[src/rtl/savestates_restore_seq.sv]
// Savestate restore sequencer: streams bytes back into PPU ($21xx), CPU I/O ($42xx) and,
// with SS_WRAM_RESTORE_EN defined, WRAM port ($2181-$2183). The write data port is named
// dout because "do" is a reserved word.
module savestates_restore_seq (
    input  logic       clk,
    input  logic       reset_n,
    input  logic       start,
    input  logic       wr_slot_ce,
    output logic       rd_req,
    input  logic       rd_ack,
    input  logic [7:0] rd_di,
    output logic [7:0] pa,
    output logic       pawr_ce,
    output logic [7:0] io_a,
    output logic       iowr_ce,
    output logic [7:0] dout,
    output logic       busy,
    output logic       done
);

    localparam logic [2:0] S_IDLE  = 3'd0;
    localparam logic [2:0] S_FETCH = 3'd1;
    localparam logic [2:0] S_WRITE = 3'd2;
    localparam logic [2:0] S_NEXT  = 3'd3;
    localparam logic [2:0] S_FIN   = 3'd4;

    localparam logic [1:0] PH_PPU  = 2'd0;
    localparam logic [1:0] PH_IO   = 2'd1;
`ifdef SS_WRAM_RESTORE_EN
    localparam logic [1:0] PH_WRAM = 2'd2;
    localparam logic [6:0] TOTAL_BYTES = 7'd79;
`else
    localparam logic [6:0] TOTAL_BYTES = 7'd76;
`endif

    logic [2:0] state_q, state_d;
    logic [1:0] phase_q, phase_d;
    logic [7:0] idx_q, idx_d;
    logic       hi_q, hi_d;
    logic       cg_flag_q, cg_flag_d;
    logic [6:0] byte_cnt_q, byte_cnt_d;
    logic [7:0] data_q, data_d;

    logic       is_word;
    logic       is_cg_byte;
    logic       is_io;
    logic       want_write;
    logic       write_done;
    logic       last_byte;
    logic [7:0] wr_pa;

    // IO registers in restore order; NMITIMEN goes last so NMIs stay off until the end.
    function automatic logic [7:0] io_addr(input logic [7:0] idx);
        logic [7:0] a;
        case (idx)
            8'd0:    a = 8'h02;
            8'd1:    a = 8'h03;
            8'd2:    a = 8'h04;
            8'd3:    a = 8'h05;
            8'd4:    a = 8'h06;
            8'd5:    a = 8'h07;
            8'd6:    a = 8'h08;
            8'd7:    a = 8'h09;
            8'd8:    a = 8'h0A;
            8'd9:    a = 8'h0C;
            8'd10:   a = 8'h0D;
            default: a = 8'h00;
        endcase
        return a;
    endfunction

    assign is_word = (phase_q == PH_PPU) &&
                     (((idx_q >= 8'h0D) && (idx_q <= 8'h14)) ||
                      ((idx_q >= 8'h1B) && (idx_q <= 8'h20)));
    assign is_cg_byte = (phase_q == PH_PPU) && (idx_q == 8'h21) && hi_q;
    assign is_io      = (phase_q == PH_IO);
    assign last_byte  = (byte_cnt_q == TOTAL_BYTES);

    // The CGRAM flag byte is never written; $22 is only written when the flag is set.
    always_comb begin
        want_write = 1'b1;
        if (is_cg_byte) begin
            want_write = 1'b0;
        end else if ((phase_q == PH_PPU) && (idx_q == 8'h22) && !cg_flag_q) begin
            want_write = 1'b0;
        end
    end

    always_comb begin
        wr_pa = idx_q;
`ifdef SS_WRAM_RESTORE_EN
        if (phase_q == PH_WRAM) begin
            wr_pa = 8'h81 + idx_q;
        end
`endif
    end

    assign write_done = (state_q == S_WRITE) && (!want_write || wr_slot_ce);

    assign rd_req  = (state_q == S_FETCH);
    assign pawr_ce = (state_q == S_WRITE) && want_write && wr_slot_ce && !is_io;
    assign iowr_ce = (state_q == S_WRITE) && want_write && wr_slot_ce && is_io;
    assign pa      = ((state_q == S_WRITE) && want_write && !is_io) ? wr_pa : 8'h00;
    assign io_a    = ((state_q == S_WRITE) && want_write && is_io) ? io_addr(idx_q) : 8'h00;
    assign dout    = ((state_q == S_WRITE) && want_write) ? data_q : 8'h00;
    assign busy    = (state_q == S_FETCH) || (state_q == S_WRITE) || (state_q == S_NEXT);
    assign done    = (state_q == S_FIN);

    always_comb begin
        state_d    = state_q;
        phase_d    = phase_q;
        idx_d      = idx_q;
        hi_d       = hi_q;
        cg_flag_d  = cg_flag_q;
        byte_cnt_d = byte_cnt_q;
        data_d     = data_q;

        case (state_q)
            S_IDLE: begin
                if (start) begin
                    state_d    = S_FETCH;
                    phase_d    = PH_PPU;
                    idx_d      = 8'h00;
                    hi_d       = 1'b0;
                    cg_flag_d  = 1'b0;
                    byte_cnt_d = 7'd0;
                end
            end
            S_FETCH: begin
                if (rd_ack) begin
                    data_d     = rd_di;
                    byte_cnt_d = byte_cnt_q + 7'd1;
                    state_d    = S_WRITE;
                end
            end
            S_WRITE: begin
                if (write_done) begin
                    if (is_cg_byte) begin
                        cg_flag_d = data_q[0];
                    end
                    state_d = last_byte ? S_FIN : S_NEXT;
                end
            end
            S_NEXT: begin
                state_d = S_FETCH;
                case (phase_q)
                    PH_PPU: begin
                        if ((is_word || (idx_q == 8'h21)) && !hi_q) begin
                            hi_d = 1'b1;
                        end else begin
                            hi_d = 1'b0;
                            case (idx_q)
                                8'h03:   idx_d = 8'h05;
                                8'h17:   idx_d = 8'h1A;
                                8'h33: begin
                                    phase_d = PH_IO;
                                    idx_d   = 8'h00;
                                end
                                default: idx_d = idx_q + 8'h01;
                            endcase
                        end
                    end
                    PH_IO: begin
`ifdef SS_WRAM_RESTORE_EN
                        if (idx_q == 8'd11) begin
                            phase_d = PH_WRAM;
                            idx_d   = 8'h00;
                        end else begin
                            idx_d = idx_q + 8'h01;
                        end
`else
                        idx_d = idx_q + 8'h01;
`endif
                    end
`ifdef SS_WRAM_RESTORE_EN
                    PH_WRAM: idx_d = idx_q + 8'h01;
`endif
                    default: ;
                endcase
            end
            S_FIN:   state_d = S_IDLE;
            default: state_d = S_IDLE;
        endcase
    end

    always_ff @(posedge clk or negedge reset_n) begin
        if (!reset_n) begin
            state_q    <= S_IDLE;
            phase_q    <= PH_PPU;
            idx_q      <= 8'h00;
            hi_q       <= 1'b0;
            cg_flag_q  <= 1'b0;
            byte_cnt_q <= 7'd0;
            data_q     <= 8'h00;
        end else begin
            state_q    <= state_d;
            phase_q    <= phase_d;
            idx_q      <= idx_d;
            hi_q       <= hi_d;
            cg_flag_q  <= cg_flag_d;
            byte_cnt_q <= byte_cnt_d;
            data_q     <= data_d;
        end
    end

endmodule

[config.mk]
export PLATFORM = sky130hd
export DESIGN_NAME = savestates_restore_seq
export DESIGN_NICKNAME = d
export VERILOG_FILES = /design/src/rtl/savestates_restore_seq.sv
export SDC_FILE = /design/constraint.sdc
export NUM_CORES = 1
export LEC_CHECK = 0
export ABC_AREA = 0
export CAP_MARGIN = 20
export CORE_UTILIZATION = 26
export CTS_CLUSTER_DIAMETER = 30
export CTS_CLUSTER_SIZE = 10
export DETAILED_ROUTE_END_ITERATION = 7
export GPL_TIMING_DRIVEN = 1
export SYNTH_ARGS = -nofsm -noshare
export SYNTH_HDL_FRONTEND = slang
export SYNTH_SLANG_ARGS = --single-unit
[constraint.sdc]
create_clock -name clk -period 3.1 [get_ports clk]
set_clock_uncertainty 0.15 [all_clocks]
set_input_delay 0.31 -clock clk [delete_from_list [all_inputs] [get_ports clk]]
set_output_delay 0.31 -clock clk [all_outputs]
set_load 0.02 [all_outputs]
## Word level (Yosys, flattened, before mapping)

Memory sizes are Yosys's and may differ from the RTL's.
Index checks and enable logic that the tools add are counted.

| word-level totals | value |
|---|---|
| output and inout port bits | 29 |
| logic and storage cells | 102 |
| input port bits | 13 |
| memories | 1 |
| memory bits (read-only) | 64 |
| register bits | 30 |

Memories:

| name | words | width | rd ports | clocked after Yosys merged registers in | wr ports | line | RTL |
|---|---|---|---|---|---|---|---|
| (name not given) | 16 | 4 | 1 | 0 | 0 | 55 | `case (idx)` |

| cells by class | value |
|---|---|
| add/sub/neg operators | 2 |
| mux-type cells | 31 |
| magnitude comparators | 4 |
| reductions and logical operators | 37 |
| eq/ne operators | 20 |

Operators by type and width:

| operator | number |
|---|---|
| $mux 8 | 6 |
| $pmux 8 s2 | 2 |
| $eq 8x6->1 const B | 3 |
| $pmux 8 s3 | 1 |
| $logic_and 1x1->1 | 15 |
| $mux 7 | 2 |
| $pmux 7 s2 | 1 |
| $mux 3 | 4 |
| $pmux 3 s4 | 1 |
| $ne 2x2->1 const B | 5 |
| $reduce_and 3->1 | 3 |
| $add 8x1->8 const B | 1 |
| $eq 8x2->1 const B | 1 |
| $eq 8x5->1 const B | 1 |
| $ge 8x4->1 const B | 1 |
| $ge 8x5->1 const B | 1 |
| $le 8x5->1 const B | 1 |
| $le 8x6->1 const B | 1 |
| $mux 2 | 4 |
| $reduce_and 4->1 | 2 |
| $add 7x1->7 const B | 1 |
| $eq 7x7->1 const B | 1 |
| $mux 1 | 7 |
| $eq 3x2->1 const B | 2 |
| 15 further kinds | 27 |

## Logic depth before layout (Yosys ltp)

| depth | value |
|---|---|
| word-level depth | 10 |
| gate-level depth with buffers | 8 |
| gate-level depth less buffers | 7 |

## Worst setup path after synthesis

OpenSTA, ideal clock, no wires.

| timing | value |
|---|---|
| path type | register to register |
| from | register idx_q[1] |
| to | register idx_q[1] |
| slack | 0.868 ns |
| period minus slack after synthesis | 2.232 ns |
| stages on the path, launching flop included | 8 |
| arrival time | 1.954 ns |
| path through | dfrtp_1 -> ha_1 -> nor2_1 -> a2111oi_1 -> o2111ai_1 -> nor2b_1 -> buf_2 -> mux2_1 |

| on the way | value |
|---|---|
| cells in the longest elaborated chain, start to end | 8 |
| elaborated cells between the ends (all ways) | 21 |

Ends and longest elaborated chain:

| what | line | RTL |
|---|---|---|
| start, declared | 38 | `logic [7:0] idx_q, idx_d;` |
| start signal, assigned | 198 | `idx_q <= idx_d;` |
| branches (longest 8 deep; another with $add 8x1->8) | - |  |

Several ways; the timed one is not identified. The select of a mux whose other input is x is not followed.
A chain may end at the register's enable or synchronous reset.

## Worst setup path after layout

| timing | value |
|---|---|
| from | register state_q[0] |
| to | output io_a[2] |

| on the way | value |
|---|---|
| cells in the longest elaborated chain, start to end | 4 |

Ends and longest elaborated chain:

| what | line | RTL |
|---|---|---|
| start, declared | 36 | `logic [2:0] state_q, state_d;` |
| start signal, assigned | 196 | `state_q <= state_d;` |
| $eq 3x2->1 | 104 | `assign io_a = ((state_q == S_WRITE) && want_write && is_io) ? io_addr(idx_q) : 8'h00;` |
| $logic_and 1x1->1 (2 in series) | 104 |  |
| $mux 8 | 104 |  |
| end, declared | 14 | `output logic [7:0] io_a,` |

Every way passes these cells.

==> metrics.md <==
| Metric | Value |
|---|---|
| M1 WL | `approximately 2400 µm` |
| Transition time at the pin with the least slew margin | `roughly 0.53 ns` |
| Highest fanout seen on the critical path | `11` |
| Status | `finished, final reports clean` |
| Maximum clock insertion buffer count | `2` |
| Sw Ratio | `0.4150` |
| Topmost layer with routed signal wires | `met4` |
| Unrepaired setup endpoints after global routing | `no` |
| Leading cell type in the layout, fill and taps excluded | `dfrtp_1` |
| Fraction of layout cells with a size suffix above 1 | `0.1259` |
| Boundary Pins | `42` |
| Syn Std Cell Area | `between 2000 and 2500 µm²` |
| Largest net degree at the start of global routing | `30` |
| Port Buffer Count | `37` |
| Multi-input logic area | `around 1300 µm²` |
| DP HPWL | `between 3000 and 4000 µm` |
| Switching pwr | `0.0008972 W` |
| Routed length on met2 | `2568 µm` |
| Leakage power | `1.422 nW` |
| Core area | `roughly 8000 µm²` |
| Clk sinks | `29` |
| Worst setup EP type | `output port` |
| Vias post-DR | `about 1900` |
| DIE AREA | `about 8500 µm²` |
| Reg area | `about 730 µm²` |
| Crit share post-route | `0.8758` |
| Number of DRC violations after detailed-routing iteration 0 | `71` |
| Critical Path Start Type | `register` |
| Critical setup path kind | `register to output port` |
| Initial antenna violation count | `0` |
| Remaining DRCs | `0` |
| Highest ir drop seen on vdd | `between 0.2 and 0.3 mV` |
| Count of flip-flops with a built-in enable after synthesis | `0` |
| Count of yosys warnings during synthesis | `0` |
| Final net count | `299` |
| Total power divided by cell area | `roughly 800 nW/µm²` |
| Number of failing hold endpoints at the final stage | `0` |
| Remaining global-route overflow | `0` |
| Required time reported for the critical path endpoint | `approximately 2.6 ns` |
| Cell chosen for the clock root | `clkbuf_8` |
| Die Y-Extent | `between 90 and 100 µm` |
| Total CTS buffers | `5` |
| List of cells traversed by the critical path | `nor3b_1 > buf_4 > nand4b_1 > a21oi_1 > clkdlybuf4s50_1` |
| Quantity of hold-fixing buffers added after cts | `0` |
| Global-route wire length before repair | `about 9200 µm` |
| Routed length per instance | `approximately 14 µm` |
| Critical Path AT | `2.26 ns` |
| Type of the worst min-delay path | `input port to asynchronous set/reset pin` |
| DR WL met3 | `between 300 and 400 µm` |
| Count of final setup violators | `0` |
| Sequential element share of the synthesized area | `0.3444` |
| Sequential share of power | `0.293` |
| Number of maximum-capacitance constraint violations | `0` |
| Worst Hold Margin | `between 0.2 and 0.3 ns` |
| CTS HTree Levels | `2` |
| Initial core utilization | `0.2713` |
| Min Clock Period, post-route | `2.715 ns` |
| Area growth from synthesis to layout | `31.18%` |
| GRT Util Overall | `0.1395` |
| FF+latch count, synth | `29` |
| Highest clock frequency the design can meet | `~370 MHz` |
| Max incr delay on CP | `0.62 ns` |
| Clock insertion delay at the later pin of the skew report | `0.29 ns` |
| Filler cell count in the final layout | `818` |
| Async SR Flop Fraction | `1.000` |
| Ant. Diodes | `0` |
| Design internal power | `0.001265 W` |
| Length of the first detailed-routing pass in iterations | `4` |
| Clock slew seen by the registers of the worst setup and hold paths | `about 0.07 ns` |
| Final ANT Viol Nets | `0` |
| Post-CTS Setup Inserts | `0` |
| Mean area per synthesized cell | `slightly below 9 µm²` |
| Number of global-route vias before repair | `1912` |
| Setup Total Neg Slack | `0 ns` |
| TritonCTS clock tree | `yes` |
| Final GP Congestion | `a little over 0.9` |
| Part of the total power dissipated in combinational logic | `0.510` |
| Total wire length | `5457 µm` |
| Count of pins over their slew limit | `0` |
| Highest-delay cell along the critical path | `clkdlybuf4s50_1` |
| Power share of the clock group | `0.197` |
| Mean number of vias per cell | `approximately 5` |
| Number of distinct library cells after synthesis | `55` |
| Post-Synthesis Cells | `about 240` |
| Commonest cells after routing, fill and taps aside | `29 x dfrtp_1, 22 x nand2_1, 21 x nor2_1, 21 x clkdlybuf4s50_1, 18 x and2_1` |
| Top_reg_cell synth | `dfrtp_1` |
| Placement Rows | `32` |
| Horizontal die dimension | `approximately 92 µm` |
| Max_slew headroom | `0.6472` |
-- power groups by stage --
stage	logic [W]	registers (W)	clock network, W
5_1_grt	0.00121	0.000657	0.000452
6_report	0.00110	0.000633	0.000426
3_3_place_gp	0.00109	0.000639	0
4_1_cts	0.00111	0.000635	0.000436
3_5_place_dp	0.00109	0.000641	0
2_1_floorplan	0.000802	0.000587	0
-- metrics by stage --
stage | power [W] | cell area (µm²) | utilization | instances | worst slack, ns
final | 0.002162 | 2764 | 0.3558 | 380 | 0.3850
after global placement | 0.001726 | 2601 | 0.3349 | 372 | 0.2903
after detailed placement | 0.001735 | 2601 | 0.3349 | 372 | 0.2020
after floorplan | 0.001389 | 2118 | - | 241 | 0.8681
after CTS | 0.002178 | 2724 | 0.3507 | 380 | 0.09582
after global routing | 0.002324 | 2764 | 0.3558 | 380 | 0.2293
-- path summary, 6_finish.rpt --
kind / startpoint / end / slack, ns / depth (start not counted)
max in group asynchronous: reset_n / data_q[3] / 2.24 / 2
worst min register to register: data_q[7] / data_q[7] / 0.35 / 1
worst max register to register: idx_q[1] / idx_q[1] / 0.50 / 7
worst max-delay path: state_q[0] / io_a[2] / 0.38 / 5
worst min-delay path: reset_n / idx_q[2] / 0.26 / 2
min in group clk: data_q[7] / data_q[7] / 0.35 / 1
-- synth_stat cells, types with 2 or more instances --
cell	number	area [µm²]
o21ai_0	8	40.04
a31oi_1	4	25.02
ha_1	9	112.6
nand4_1	2	12.51
o21ai_1	2	10.01
dfrtp_1	29	725.7
a41oi_1	3	26.28
and3_1	5	31.28
mux2_2	9	101.4
o211ai_1	2	15.01
nor3b_1	3	22.52
o22ai_1	2	12.51
buf_2	3	15.01
nand3_1	7	35.03
or3_1	2	12.51
and2_1	18	112.6
or4b_1	2	20.02
clkbuf_1	9	33.78
nand3b_1	2	15.01
buf_4	4	30.03
inv_1	10	37.54
nor2_1	21	78.83
nor3_1	7	35.03
nand2_1	22	82.58
a22o_1	2	17.52
mux2i_1	2	20.02
buf_6	3	33.78
a211o_1	2	17.52
a21oi_1	4	20.02
xor2_1	6	52.55
a22oi_1	2	15.01
nor2b_1	6	37.54
nand2b_1	4	25.02
-- critical path: cells and delay by family (launching register included) --
kind | cells | cell delay, ns
AO/OA/AOI/OAI | 1 | 0.17
flip-flops | 1 | 0.48
AND/OR/NAND/NOR | 2 | 0.49
buffers and inverters | 2 | 0.83
-- cells by family (layout without fill, tap and decap cells) --
logic type | count (synthesis) | in the layout | synth area share
DFF | 29 | 29 | 0.3444
xor gates and xnor gates | 6 | 6 | 0.02494
buffers and inverters | 29 | 66 | 0.07126
muxes | 13 | 13 | 0.07007
AOI/OAI and AO/OA | 43 | 43 | 0.1532
and+or+nand+nor | 108 | 108 | 0.2809
other | 1 | 4 | 0.001780
adders and majority gates | 9 | 9 | 0.05345
-- area by class of cell --
class,count,area share
Clock buffer,6,0.02988
Multi-Input combinational cell,183,0.4559
Tap cell,102,0.04617
Sequential cell,29,0.2626
Inverter,10,0.01358
Timing Repair Buffer,48,0.1784
Clock inverter,2,0.01358
-- sequential cells by signal, indices dropped and copies added, names as in the netlist --
signal	cells
idx_q	8
phase_q	1
byte_cnt_q	7
data_q	8
state_q	3
hi_q	1
cg_flag_q	1
-- metal layers --
metal,vias to the layer above,global-route usage
met5,-,0
met3,16,0.04229
met2,68,0.2345
met4,0,0.05729
met1,925,0.1648
li1,907,-
-- repair_timing --
| item | 4_1_cts | 5_1_grt |
|---|---|---|
| setup endpoints to repair | 8 | 16 |
| endpoints found under the hold margin | 0 | 0 |
| pin swaps | 0 | 0 |
| gates resized for setup | 1 | 16 |
(Power assumes the default switching activity.)
